--- src/rtl/cipher_pkg.sv ---
// Constants and serializer state encoding shared by the cipher block
// assembler (receive side) and serializer (transmit side).
package cipher_pkg;
    localparam int BLOCK_W     = 128;
    localparam int BYTE_W      = 8;
    localparam int BLOCK_BYTES = 16;

    typedef enum logic [1:0] {
        IDLE       = 2'd0,
        LOAD       = 2'd1,
        WAIT_ACK   = 2'd2,
        WAIT_READY = 2'd3
    } tx_state_e;
endpackage

--- src/rtl/block_tx_serializer.sv ---
// Takes one cipher block over valid/ready and feeds it byte by byte into the
// UART transmitter's load/ready handshake, with an ack timeout that latches an error.
module block_tx_serializer #(
    parameter int BLOCK_BYTES = cipher_pkg::BLOCK_BYTES,
    parameter bit MSB_FIRST   = 1'b1,
    parameter int ACK_TIMEOUT = 1023
) (
    input  logic                     clockIN,
    input  logic                     nResetIN,
    input  logic [8*BLOCK_BYTES-1:0] blockDataIN,
    input  logic                     blockValidIN,
    output logic                     blockReadyOUT,
    output logic [7:0]               txDataOUT,
    output logic                     txLoadOUT,
    input  logic                     txReadyIN,
    output logic                     busyOUT,
    output logic                     doneOUT,
    output logic                     errorOUT,
    output logic [1:0]               dbgStateOUT
);
    import cipher_pkg::*;

    localparam int BLK_W = BYTE_W * BLOCK_BYTES;
    localparam int CNT_W = $clog2(BLOCK_BYTES + 1);
    localparam int TMO_W = $clog2(ACK_TIMEOUT + 1);
    localparam logic [CNT_W-1:0] LAST_CNT  = CNT_W'(BLOCK_BYTES);
    localparam logic [TMO_W-1:0] TMO_LIMIT = TMO_W'(ACK_TIMEOUT - 1);

    // Block side: a block transfers on any rising edge where blockValidIN and
    // blockReadyOUT are both high; the whole word is captured on that edge.
    // UART side: a byte is offered with txLoadOUT held high until the UART
    // drops txReadyIN, and the next byte waits for txReadyIN to return high.

    tx_state_e              r_state;
    tx_state_e              w_state_next;
    logic [BLK_W-1:0]       r_shift;
    logic [BLK_W-1:0]       w_shift_next;
    logic [CNT_W-1:0]       r_count;
    logic [TMO_W-1:0]       r_tmo;
    logic [BYTE_W-1:0]      r_tx_data;
    logic [BYTE_W-1:0]      w_cur_byte;
    logic                   r_tx_load;
    logic                   r_done;
    logic                   r_error;
    logic                   r_ready_en;
    logic                   w_capture;
    logic                   w_load;
    logic                   w_ack;
    logic                   w_timeout;
    logic                   w_finish;

    assign w_cur_byte   = MSB_FIRST ? r_shift[BLK_W-1 -: BYTE_W] : r_shift[BYTE_W-1:0];
    assign w_shift_next = MSB_FIRST ? {r_shift[BLK_W-BYTE_W-1:0], {BYTE_W{1'b0}}}
                                    : {{BYTE_W{1'b0}}, r_shift[BLK_W-1:BYTE_W]};

    always_ff @(posedge clockIN or negedge nResetIN) begin
        if (!nResetIN) begin
            r_state <= IDLE;
        end else begin
            r_state <= w_state_next;
        end
    end

    always_comb begin
        w_state_next = r_state;
        w_capture    = 1'b0;
        w_load       = 1'b0;
        w_ack        = 1'b0;
        w_timeout    = 1'b0;
        w_finish     = 1'b0;
        case (r_state)
            IDLE: begin
                if (blockValidIN && r_ready_en) begin
                    w_capture    = 1'b1;
                    w_state_next = LOAD;
                end
            end
            LOAD: begin
                if (txReadyIN) begin
                    w_load       = 1'b1;
                    w_state_next = WAIT_ACK;
                end
            end
            WAIT_ACK: begin
                // An ack arriving on the last allowed cycle still counts.
                if (!txReadyIN) begin
                    w_ack        = 1'b1;
                    w_state_next = WAIT_READY;
                end else if (r_tmo == TMO_LIMIT) begin
                    w_timeout    = 1'b1;
                    w_state_next = IDLE;
                end
            end
            WAIT_READY: begin
                if (txReadyIN) begin
                    if (r_count == LAST_CNT) begin
                        w_finish     = 1'b1;
                        w_state_next = IDLE;
                    end else begin
                        w_state_next = LOAD;
                    end
                end
            end
            default: w_state_next = IDLE;
        endcase
    end

    always_ff @(posedge clockIN or negedge nResetIN) begin
        if (!nResetIN) begin
            r_shift    <= '0;
            r_count    <= '0;
            r_tmo      <= '0;
            r_tx_data  <= '0;
            r_tx_load  <= 1'b0;
            r_done     <= 1'b0;
            r_error    <= 1'b0;
            r_ready_en <= 1'b0;
        end else begin
            r_ready_en <= 1'b1;
            r_done     <= w_finish;

            if (w_capture) begin
                r_shift <= blockDataIN;
                r_count <= '0;
            end else if (w_ack) begin
                r_shift <= w_shift_next;
                r_count <= r_count + 1'b1;
            end

            if (w_load) begin
                r_tx_data <= w_cur_byte;
                r_tx_load <= 1'b1;
            end else if (w_ack || w_timeout) begin
                r_tx_load <= 1'b0;
            end

            if (w_load) begin
                r_tmo <= '0;
            end else if (r_state == WAIT_ACK && !w_ack && !w_timeout) begin
                r_tmo <= r_tmo + 1'b1;
            end

            if (w_timeout) begin
                r_error <= 1'b1;
            end
        end
    end

    assign blockReadyOUT = (r_state == IDLE) && r_ready_en;
    assign busyOUT       = (r_state != IDLE);
    assign txDataOUT     = r_tx_data;
    assign txLoadOUT     = r_tx_load;
    assign doneOUT       = r_done;
    assign errorOUT      = r_error;
    assign dbgStateOUT   = r_state;

endmodule

--- config.mk ---
export PLATFORM = sky130hd
export DESIGN_NAME = block_tx_serializer
export DESIGN_NICKNAME = d
export VERILOG_FILES = /design/src/rtl/cipher_pkg.sv /design/src/rtl/block_tx_serializer.sv
export SDC_FILE = /design/constraint.sdc
export NUM_CORES = 1
export LEC_CHECK = 0
export ABC_AREA = 1
export CAP_MARGIN = 20
export CELL_PAD_IN_SITES_DETAIL_PLACEMENT = 1
export CELL_PAD_IN_SITES_GLOBAL_PLACEMENT = 2
export CORE_ASPECT_RATIO = 0.7
export CORE_MARGIN = 2
export CORE_UTILIZATION = 34
export CTS_BUF_LIST = sky130_fd_sc_hd__clkbuf_8 sky130_fd_sc_hd__clkbuf_16
export DETAILED_ROUTE_END_ITERATION = 8
export PLACE_DENSITY_LB_ADDON = 0.1
export REMOVE_ABC_BUFFERS = 1
export SLEW_MARGIN = 20
export SYNTH_ARGS = -nofsm -noshare
export SYNTH_HDL_FRONTEND = slang
export SYNTH_SLANG_ARGS = --single-unit
--- constraint.sdc ---
create_clock -name clockIN -period 1.93 [get_ports clockIN]
set_input_delay 0.2895 -clock clockIN [delete_from_list [all_inputs] [get_ports clockIN]]
set_output_delay 0.2895 -clock clockIN [all_outputs]
set_load 0.05 [all_outputs]
==> results.sh, run 1 <==
export IMPL_tightest_slew_ns=0.563
export IMPL_end_kind="primary output"
export IMPL_gr_usage_met3=0.0359
export IMPL_timing_final_crit_share=0.963
export IMPL_cts_tree="done"
export IMPL_worstPathRequired_ns=1.64
export IMPL_synth_distinct_cells=31
export IMPL_grt_max_degree=65
export IMPL_initial_core_util=0.348
export IMPL_leakage_nw=4.19
export IMPL_die_area_um2=22500
export IMPL_place_hpwl_um=13500
export IMPL_ys_async_sr_fraction=1.00
export IMPL_detailed_place_area_um2=9040
export IMPL_drc=0
export IMPL_tns_ns=0
export IMPL_netlist_instances=757
export IMPL_yosys_register_bits=157
export IMPL_grt_ovfl_total=0
export IMPL_grt_usage=0.185
export IMPL_clk_latency_ns=0.42
export IMPL_layout_commonest_cell="nand2_1"
export IMPL_coreArea_um2=20800
export IMPL_ys_seq_area_frac=0.542
export IMPL_fin_util=0.463
export IMPL_cts_path_max_buffers=2
export IMPL_place_congestion=0.762
export IMPL_drive_gt1_frac=0.110
export IMPL_antenna_found_initial=0
export IMPL_top_usage_layer="met2"
export IMPL_nets=1031
export IMPL_cts_buffers=17
export IMPL_p_per_area_nw_per_um2=1400
export IMPL_wirelength_um=19400
export IMPL_crit_chain="clkdlybuf4s50_1"
export IMPL_row_count=44
export IMPL_gr_usage_met2=0.283
export IMPL_hp_class="in -> async"
export IMPL_drtIter0Drc=308
export IMPL_final_cell_mix="nand2_1, dfrtp_1, inv_1"
export IMPL_finalHoldViolations=0
export IMPL_outcome="finished, final reports clean"
export IMPL_final_max_slew_viol_count=0
export IMPL_setup_violations_final=0
export IMPL_ir_worst_vdd_mv=0.567
export IMPL_syn_avg_cell_area_um2=9.57
export IMPL_design_area_um2=9640
export IMPL_dieHeight_um=126
export IMPL_vias=5769
export IMPL_cp_max_fo=2
export IMPL_max_slew_margin_rel=0.626
export IMPL_met1_usage=0.270
export IMPL_slowest_delay_ns=0.80
export IMPL_synth_edff_count=0
export IMPL_clk_root_buffer_cell="clkbuf_16"
export IMPL_clk_pin_slew_ns=0.07
export IMPL_ant_nets=0
export IMPL_skew_ns=0.00890
export IMPL_grt_pass1_wl_um=32700
export IMPL_path_buf_inv=1
export IMPL_synth_cell_area_um2=7240
export IMPL_portBuffers=146
export IMPL_io_pins=147
export IMPL_cts_sinks=157
export IMPL_rsz0062_at_grt="false"
export IMPL_fmax_ghz=0.538
export IMPL_hold_ws_ns=0.347
export IMPL_htree_levels=4
export IMPL_drtPass1Iterations=4
export IMPL_path_class="reg -> out"
export IMPL_critPathLaunchType="flip-flop"
export IMPL_path_delay_family="buffers and inverters"
export IMPL_viasPerCell=4.87
export IMPL_area_growth_pct=33.1
export IMPL_grt_pass1_vias=6378
export IMPL_drv_cap=0
export IMPL_period_minus_slack_ns=1.86
export IMPL_n_antenna_cell=0
export IMPL_arrival_ns=1.57
export IMPL_yosys_warnings=0
export IMPL_synth_ff_type="dfrtp_1"
export IMPL_worst_path_max_delay_cell="clkdlybuf4s50_1"
export IMPL_wl_per_cell_um=16.4
export IMPL_die_w_um=178
==> repair_timing <==
action	CTS	global route
hold buffers	1	0
buffers inserted	0	0
setup endpoints to repair	4	6
resized for setup	4	1
endpoints found under the hold margin	38	0
==> routing by layer <==
| layer | routed length, um | vias to the layer above | share of wire |
|---|---|---|---|
| met4 | 177 | 0 | 0.0091 |
| li1 | - | 2809 | - |
| met2 | 8610 | 111 | 0.44 |
| met3 | 682 | 12 | 0.035 |
| met5 | 0 | - | 0 |
| met1 | 9960 | 2837 | 0.51 |
==> cell usage after synthesis, types with 3 or more instances <==
cell | n | share of area
o21ai_0 | 7 | 0.0048
nand4_1 | 5 | 0.0043
nor2_1 | 21 | 0.011
buf_6 | 7 | 0.011
ha_1 | 4 | 0.0069
o21ai_1 | 17 | 0.012
o221ai_2 | 30 | 0.062
buf_2 | 15 | 0.010
inv_1 | 141 | 0.073
nand2_1 | 187 | 0.097
nor2_4 | 3 | 0.0047
dfrtp_1 | 157 | 0.54
nand3_1 | 27 | 0.019
buf_4 | 10 | 0.010
o211ai_1 | 18 | 0.019
nor3_1 | 5 | 0.0035
clkbuf_1 | 11 | 0.0057
inv_2 | 3 | 0.0016
nand2_2 | 4 | 0.0035
o221ai_1 | 72 | 0.087
==> sequential cells by signal, indices dropped and copies added (netlist names) <==
register	flops
r_ready_en	1
r_count	5
doneOUT	1
dbgStateOUT	2
txLoadOUT	1
r_tmo	10
errorOUT	1
r_shift	128
txDataOUT	8
==> cells by family (layout without fill, tap and decap cells) <==
group / count (synthesis) / count (layout) / synth area share
AO/OA/AOI/OAI: 147 / 147 / 0.187
XOR/XNOR: 2 / 2 / 0.00242
adder cells (fa/ha/maj): 4 / 4 / 0.00691
buffers and inverters: 190 / 341 / 0.114
flip-flops: 157 / 157 / 0.542
other: 1 / 1 / 0.000518
AND/OR/NAND/NOR: 256 / 256 / 0.147
==> through the flow <==
stage          setup WS (ns)  total power, mW  std cells
6_report              0.0713             13.5       1184
5_1_grt              0.00239             14.5       1184
3_5_place_dp         -0.0900             10.3       1151
2_1_floorplan          -1.62             8.47        712
3_3_place_gp       -0.000703             10.0       1151
4_1_cts               0.0413             13.7       1184
==> final timing paths <==
path / start / slack, ns / endpoint / cells after the start
worst max-delay path: txDataOUT[5] / 0.07 / txDataOUT[5] / 1
worst min-delay path: nResetIN / 0.35 / r_shift[28] / 2
worst max register to register: r_tmo[0] / 0.18 / r_tmo[5] / 9
worst min register to register: errorOUT / 0.48 / errorOUT / 2
max in group asynchronous: nResetIN / 0.96 / r_count[4] / 3
min in group clockIN: blockDataIN[4] / 0.42 / r_shift[4] / 3
==> power by group <==
part,internal [mW],switching (mW),total (mW),leakage [nW]
Clock,1.87,1.49,3.37,0.293
Sequential,4.70,0.511,5.21,1.98
Combinational,1.95,2.97,4.92,1.92
==> cell type report <==
| type | count | area, um2 |
|---|---|---|
| clock buffer | 18 | 439 |
| inverter | 145 | 549 |
| tap | 276 | 345 |
| timing repair buffer | 164 | 1730 |
| clock inverter | 14 | 148 |
| sequential | 157 | 3930 |
| fill | 2352 | 11200 |
| multi-input combinational | 410 | 2500 |
Power figures use the tool's default switching activity.
==> inputs of run 2 (changes only) <==
Settings changed: PLACE_DENSITY from default to 0.93, PLACE_DENSITY_LB_ADDON 0.1 to default.
==> run 2 against run 1 <==
Compared with the run above:
- utilization rose by 0.58 points
- die area stayed put
- final cell count grew 1.1%
- highest routed layer is now met5
- critical endpoint is now txDataOUT[6]
- total power is 0.89% higher
- first-iteration DRC count rose by 0.97%
- sequential share of layout area down 0.51 points
- fmax decreased by 1.3%
- setup slack lost 0.024 ns
- clock skew up 0.00050 ns
- critical path depth did not move
==> results.sh, run 2 (synthesis results as in run 1) <==
export IMPL_crit_chain="clkdlybuf4s50_1"
export IMPL_cts_path_max_buffers=2
export IMPL_layout_commonest_cell="nand2_1"
export IMPL_dieHeight_um=126
export IMPL_dp_cells=1163
export IMPL_coreArea_um2=20800
export IMPL_max_slew_margin_rel=0.646
export IMPL_die_w_um=178
export IMPL_ir_worst_vdd_mv=0.635
export IMPL_postCtsSetupRepairBufs=0
export IMPL_initial_core_util=0.348
export IMPL_grt_ovfl_total=0
export IMPL_pwr_share_clk=0.244
export IMPL_p_per_area_nw_per_um2=1400
export IMPL_swShare=0.361
export IMPL_arrival_ns=1.59
export IMPL_cts_buffers=17
export IMPL_wirelength_um=19600
export IMPL_path_class="reg -> out"
export IMPL_tightest_slew_ns=0.530
export IMPL_skew_ns=0.00940
export IMPL_drv_cap=0
export IMPL_cts_sinks=157
export IMPL_clk_root_buffer_cell="clkbuf_16"
export IMPL_place_congestion=0.812
export IMPL_cp_max_fo=2
export IMPL_grt_pass1_vias=6233
export IMPL_worstPathRequired_ns=1.64
export IMPL_final_cell_mix="nand2_1, dfrtp_1, inv_1"
export IMPL_worst_path_max_delay_cell="clkdlybuf4s50_1"
export IMPL_htree_levels=4
export IMPL_reg2reg_slack_ns=0.22
export IMPL_cts_tree="done"
export IMPL_clk_latency_ns=0.42
export IMPL_largest_reg_flops=128
export IMPL_vias=5894
export IMPL_end_kind="primary output"
export IMPL_outcome="finished, final reports clean"
export IMPL_fmax_ghz=0.531
export IMPL_portBuffers=146
export IMPL_die_area_um2=22500
export IMPL_finalNonFillerCells=1197
export IMPL_grt_pass1_wl_um=32600
export IMPL_hold_ws_ns=0.391
export IMPL_setup_violations_final=0
export IMPL_slowest_delay_ns=0.81
export IMPL_top_register="r_shift"
export IMPL_crit_cells=1
export IMPL_drtPass1Iterations=4
export IMPL_crit_start="txDataOUT[6]"
export IMPL_drc=0
export IMPL_nets=1043
export IMPL_antenna_found_initial=1
export IMPL_timing_final_crit_share=0.975
export IMPL_hp_class="in -> async"
export IMPL_rsz0062_at_grt="false"
export IMPL_row_count=44
export IMPL_tns_ns=0
export IMPL_p_comb_frac=0.372
export IMPL_grt_usage=0.184
export IMPL_rr_endpoint="r_tmo[8]"
export IMPL_r2r_start="r_tmo[0]"
export IMPL_critPathLaunchType="flip-flop"
export IMPL_io_pins=147
export IMPL_p_int_mw=8.70
export IMPL_netSwitchingPower_mw=4.92
export IMPL_path_delay_family="buffers and inverters"
export IMPL_p_total_mw=13.6
export IMPL_drtIter0Drc=311
export IMPL_leakage_nw=4.25
export IMPL_drive_gt1_frac=0.120
export IMPL_place_hpwl_um=13900
export IMPL_ant_nets=0
export IMPL_viasPerCell=4.92
export IMPL_power_frac_seq=0.385
export IMPL_path_buf_inv=1
export IMPL_r2r_cells=9
export IMPL_grt_max_degree=70
export IMPL_final_max_slew_viol_count=0
export IMPL_area_growth_pct=34.7
export IMPL_clk_pin_slew_ns=0.06
export IMPL_wl_per_cell_um=16.4
export IMPL_period_minus_slack_ns=1.88
export IMPL_finalHoldViolations=0
export IMPL_endpoint="txDataOUT[6]"
run 2: what timing repair did:
item	in CTS	in global routing
hold buffers	1	0
resized for setup	0	2
setup endpoints to repair	0	2
hold endpoints to repair	44	0
run 2: worst min-delay path by stage:
stage	from	end	slack, ns	depth (start not counted)
6_report	nResetIN	errorOUT	0.39	2
5_1_grt	nResetIN	r_shift[121]	0.42	2
4_1_cts	nResetIN	r_shift[121]	0.40	2
3_5_place_dp	nResetIN	r_shift[121]	0.29	1
3_3_place_gp	nResetIN	r_shift[121]	0.29	1
2_1_floorplan	nResetIN	dbgStateOUT[0]	-0.006	0
run 2: final cells by class:
| type | instances | area, um2 |
|---|---|---|
| multi-input combinational | 410 | 2500 |
| inverter | 145 | 549 |
| timing repair buffer | 176 | 1860 |
| antenna | 1 | 2.50 |
| fill | 2340 | 11000 |
| tap | 276 | 345 |
| sequential | 157 | 3930 |
| clock inverter | 14 | 141 |
| clock buffer | 18 | 439 |
run 2: metal layers:
metal | part of all wire | vias to the layer above | wire length, um | global-route usage
li1 | - | 2837 | - | -
met5 | 0.00066 | - | 13 | 0
met3 | 0.042 | 17 | 831 | 0.0423
met4 | 0.0089 | 2 | 175 | 0.0421
met2 | 0.45 | 116 | 8810 | 0.284
met1 | 0.50 | 2922 | 9820 | 0.261
run 2: through the flow:
stage	instance area [um2]	utilization	setup slack (ns)
final	9760	0.469	0.0474
after global routing	9760	0.469	0.00138
after CTS	9750	0.469	0.00357
after detailed placement	9160	0.440	0.127
after global placement	9160	0.440	0.151
after floorplan	6970	-	-1.62
run 2: power by group through the flow:
stage | combinational [mW] | clock, mW | sequential [mW]
finish | 5.06 | 3.32 | 5.24
global route | 5.69 | 3.55 | 5.38
CTS | 5.14 | 3.41 | 5.25
detailed placement | 5.10 | 0 | 5.30
global placement | 4.92 | 0 | 5.22
floorplan | 2.99 | 0 | 5.49
==> inputs of run 3 (changes only) <==
Settings changed: CORE_UTILIZATION 34 to 25, PLACE_DENSITY 0.93 to 0.74.
==> run 3 against run 2 <==
Compared with the run above:
- total power is 0.65% higher
- sequential share of layout area is 0.51 points lower
- utilization is 12 points lower
- global-route usage is 4.0 points lower
- combinational power hardly changed
- register-to-register slack better by 0.10 ns
- fmax is 1.0% higher
- setup slack better by 0.019 ns
- first-iteration DRC count is 2.9% lower
- final cell count is 8.1% higher
- hold slack worse by 0.059 ns
==> results.sh, run 3 (synthesis results as in run 1) <==
export IMPL_arrival_ns=1.57
export IMPL_r2r_cells=7
export IMPL_postCtsSetupRepairBufs=0
export IMPL_row_count=52
export IMPL_final_max_slew_viol_count=0
export IMPL_skew_ns=0.0116
export IMPL_drive_gt1_frac=0.116
export IMPL_clk_pin_slew_ns=0.06
export IMPL_timing_final_crit_share=0.966
export IMPL_n_antenna_cell=0
export IMPL_largest_reg_flops=128
export IMPL_worstPathRequired_ns=1.64
export IMPL_place_congestion=0.780
export IMPL_period_minus_slack_ns=1.86
export IMPL_drtPass1Iterations=4
export IMPL_reg2reg_slack_ns=0.32
export IMPL_grt_max_degree=51
export IMPL_r2r_start="r_tmo[2]"
export IMPL_nets=1041
export IMPL_grt_pass1_wl_um=34400
export IMPL_path_class="reg -> out"
export IMPL_crit_chain="clkdlybuf4s50_1"
export IMPL_die_area_um2=30400
export IMPL_tightest_slew_ns=0.516
export IMPL_final_cell_mix="nand2_1, dfrtp_1, inv_1"
export IMPL_slowest_delay_ns=0.80
export IMPL_wl_per_cell_um=15.8
export IMPL_path_delay_family="buffers and inverters"
export IMPL_leakage_nw=4.29
export IMPL_drv_cap=0
export IMPL_worst_path_max_delay_cell="clkdlybuf4s50_1"
export IMPL_finalHoldViolations=0
export IMPL_fill_cells=3271
export IMPL_path_buf_inv=1
export IMPL_place_hpwl_um=14400
export IMPL_htree_levels=4
export IMPL_grt_usage=0.144
export IMPL_ant_nets=0
export IMPL_dieHeight_um=146
export IMPL_p_per_area_nw_per_um2=1390
export IMPL_viasPerCell=4.51
export IMPL_antenna_found_initial=1
export IMPL_hold_ws_ns=0.332
export IMPL_layout_commonest_cell="nand2_1"
export IMPL_top_register="r_shift"
export IMPL_p_total_mw=13.7
export IMPL_cts_tree="done"
export IMPL_setup_violations_final=0
export IMPL_coreArea_um2=28700
export IMPL_cts_buffers=17
export IMPL_cts_path_max_buffers=2
export IMPL_max_slew_margin_rel=0.658
export IMPL_grt_pass1_vias=6116
export IMPL_vias=5840
export IMPL_outcome="finished, final reports clean"
export IMPL_ir_worst_vdd_mv=0.535
export IMPL_initial_core_util=0.252
export IMPL_cts_sinks=157
export IMPL_wirelength_um=20400
export IMPL_rr_endpoint="r_tmo[5]"
export IMPL_drtIter0Drc=302
export IMPL_io_pins=147
export IMPL_portBuffers=146
export IMPL_clk_root_buffer_cell="clkbuf_16"
export IMPL_drc=0
export IMPL_fmax_ghz=0.537
export IMPL_die_w_um=207
export IMPL_area_growth_pct=36.5
export IMPL_rsz0062_at_grt="false"
export IMPL_end_kind="primary output"
export IMPL_hp_class="in -> async"
export IMPL_critPathLaunchType="flip-flop"
export IMPL_clk_latency_ns=0.43
export IMPL_grt_ovfl_total=0
export IMPL_cp_max_fo=2
==> run 3: cell types whose count changed in the layout (fill, tap and decap cells not counted), sizes merged <==
cell	before	now
diode	1	0
dlygate4sd2	0	3
inv	150	147
clkinv	4	5
clkdlybuf4s50	140	133
clkbuf	18	20
clkinvlp	3	0
dlymetal6s2s	1	3
bufinv	2	3
==> run 3: worst max path at each step <==
stage | startpoint | endpoint | slack, ns | cells after the start
5_1_grt | dbgStateOUT[1] | blockReadyOUT | 0.003 | 4
4_1_cts | txDataOUT[6] | txDataOUT[6] | 0.005 | 1
6_report | txDataOUT[3] | txDataOUT[3] | 0.07 | 1
3_5_place_dp | txReadyIN | r_shift[21] | 0.13 | 7
3_3_place_gp | txReadyIN | r_count[4] | 0.17 | 9
2_1_floorplan | dbgStateOUT[0] | r_shift[127] | -1.62 | 6
==> run 3: metal layers <==
metal  part of all wire  track usage
met5            0.00078            0
met4              0.013       0.0382
met3              0.043       0.0370
met2               0.42        0.203
met1               0.52        0.216
==> run 3: where the power goes <==
| part | switching, mW | internal, mW |
|---|---|---|
| sequential | 0.511 | 4.70 |
| clock | 1.35 | 2.10 |
| combinational | 2.98 | 2.07 |
==> run 3: area by class of cell <==
cell class / count / area [um2] / area share
Sequential cell: 157 / 3930 / 0.397
Inverter: 145 / 549 / 0.0556
Clock inverter: 10 / 123 / 0.0124
Tap cell: 378 / 473 / 0.0478
Timing Repair Buffer: 174 / 1850 / 0.187
Clock buffer: 20 / 467 / 0.0472
Multi-Input combinational cell: 410 / 2490 / 0.252
==> run 3: per-stage QoR <==
stage	area [um2]	std cells	TNS (ns)	util	setup slack, ns
after floorplan	6970	712	-197.61	-	-1.62
after global routing	9890	1294	0	0.345	0.00255
final	9890	1294	0	0.345	0.0663
after detailed placement	9280	1263	0	0.324	0.134
after global placement	9280	1263	0	0.324	0.171
after CTS	9880	1294	0	0.344	0.00539
==> run 3: repair_timing <==
item,4_1_cts,5_1_grt
hold buffers,1,0
hold endpoints to repair,29,0
endpoints found under the setup margin,3,3
resized for setup,3,3
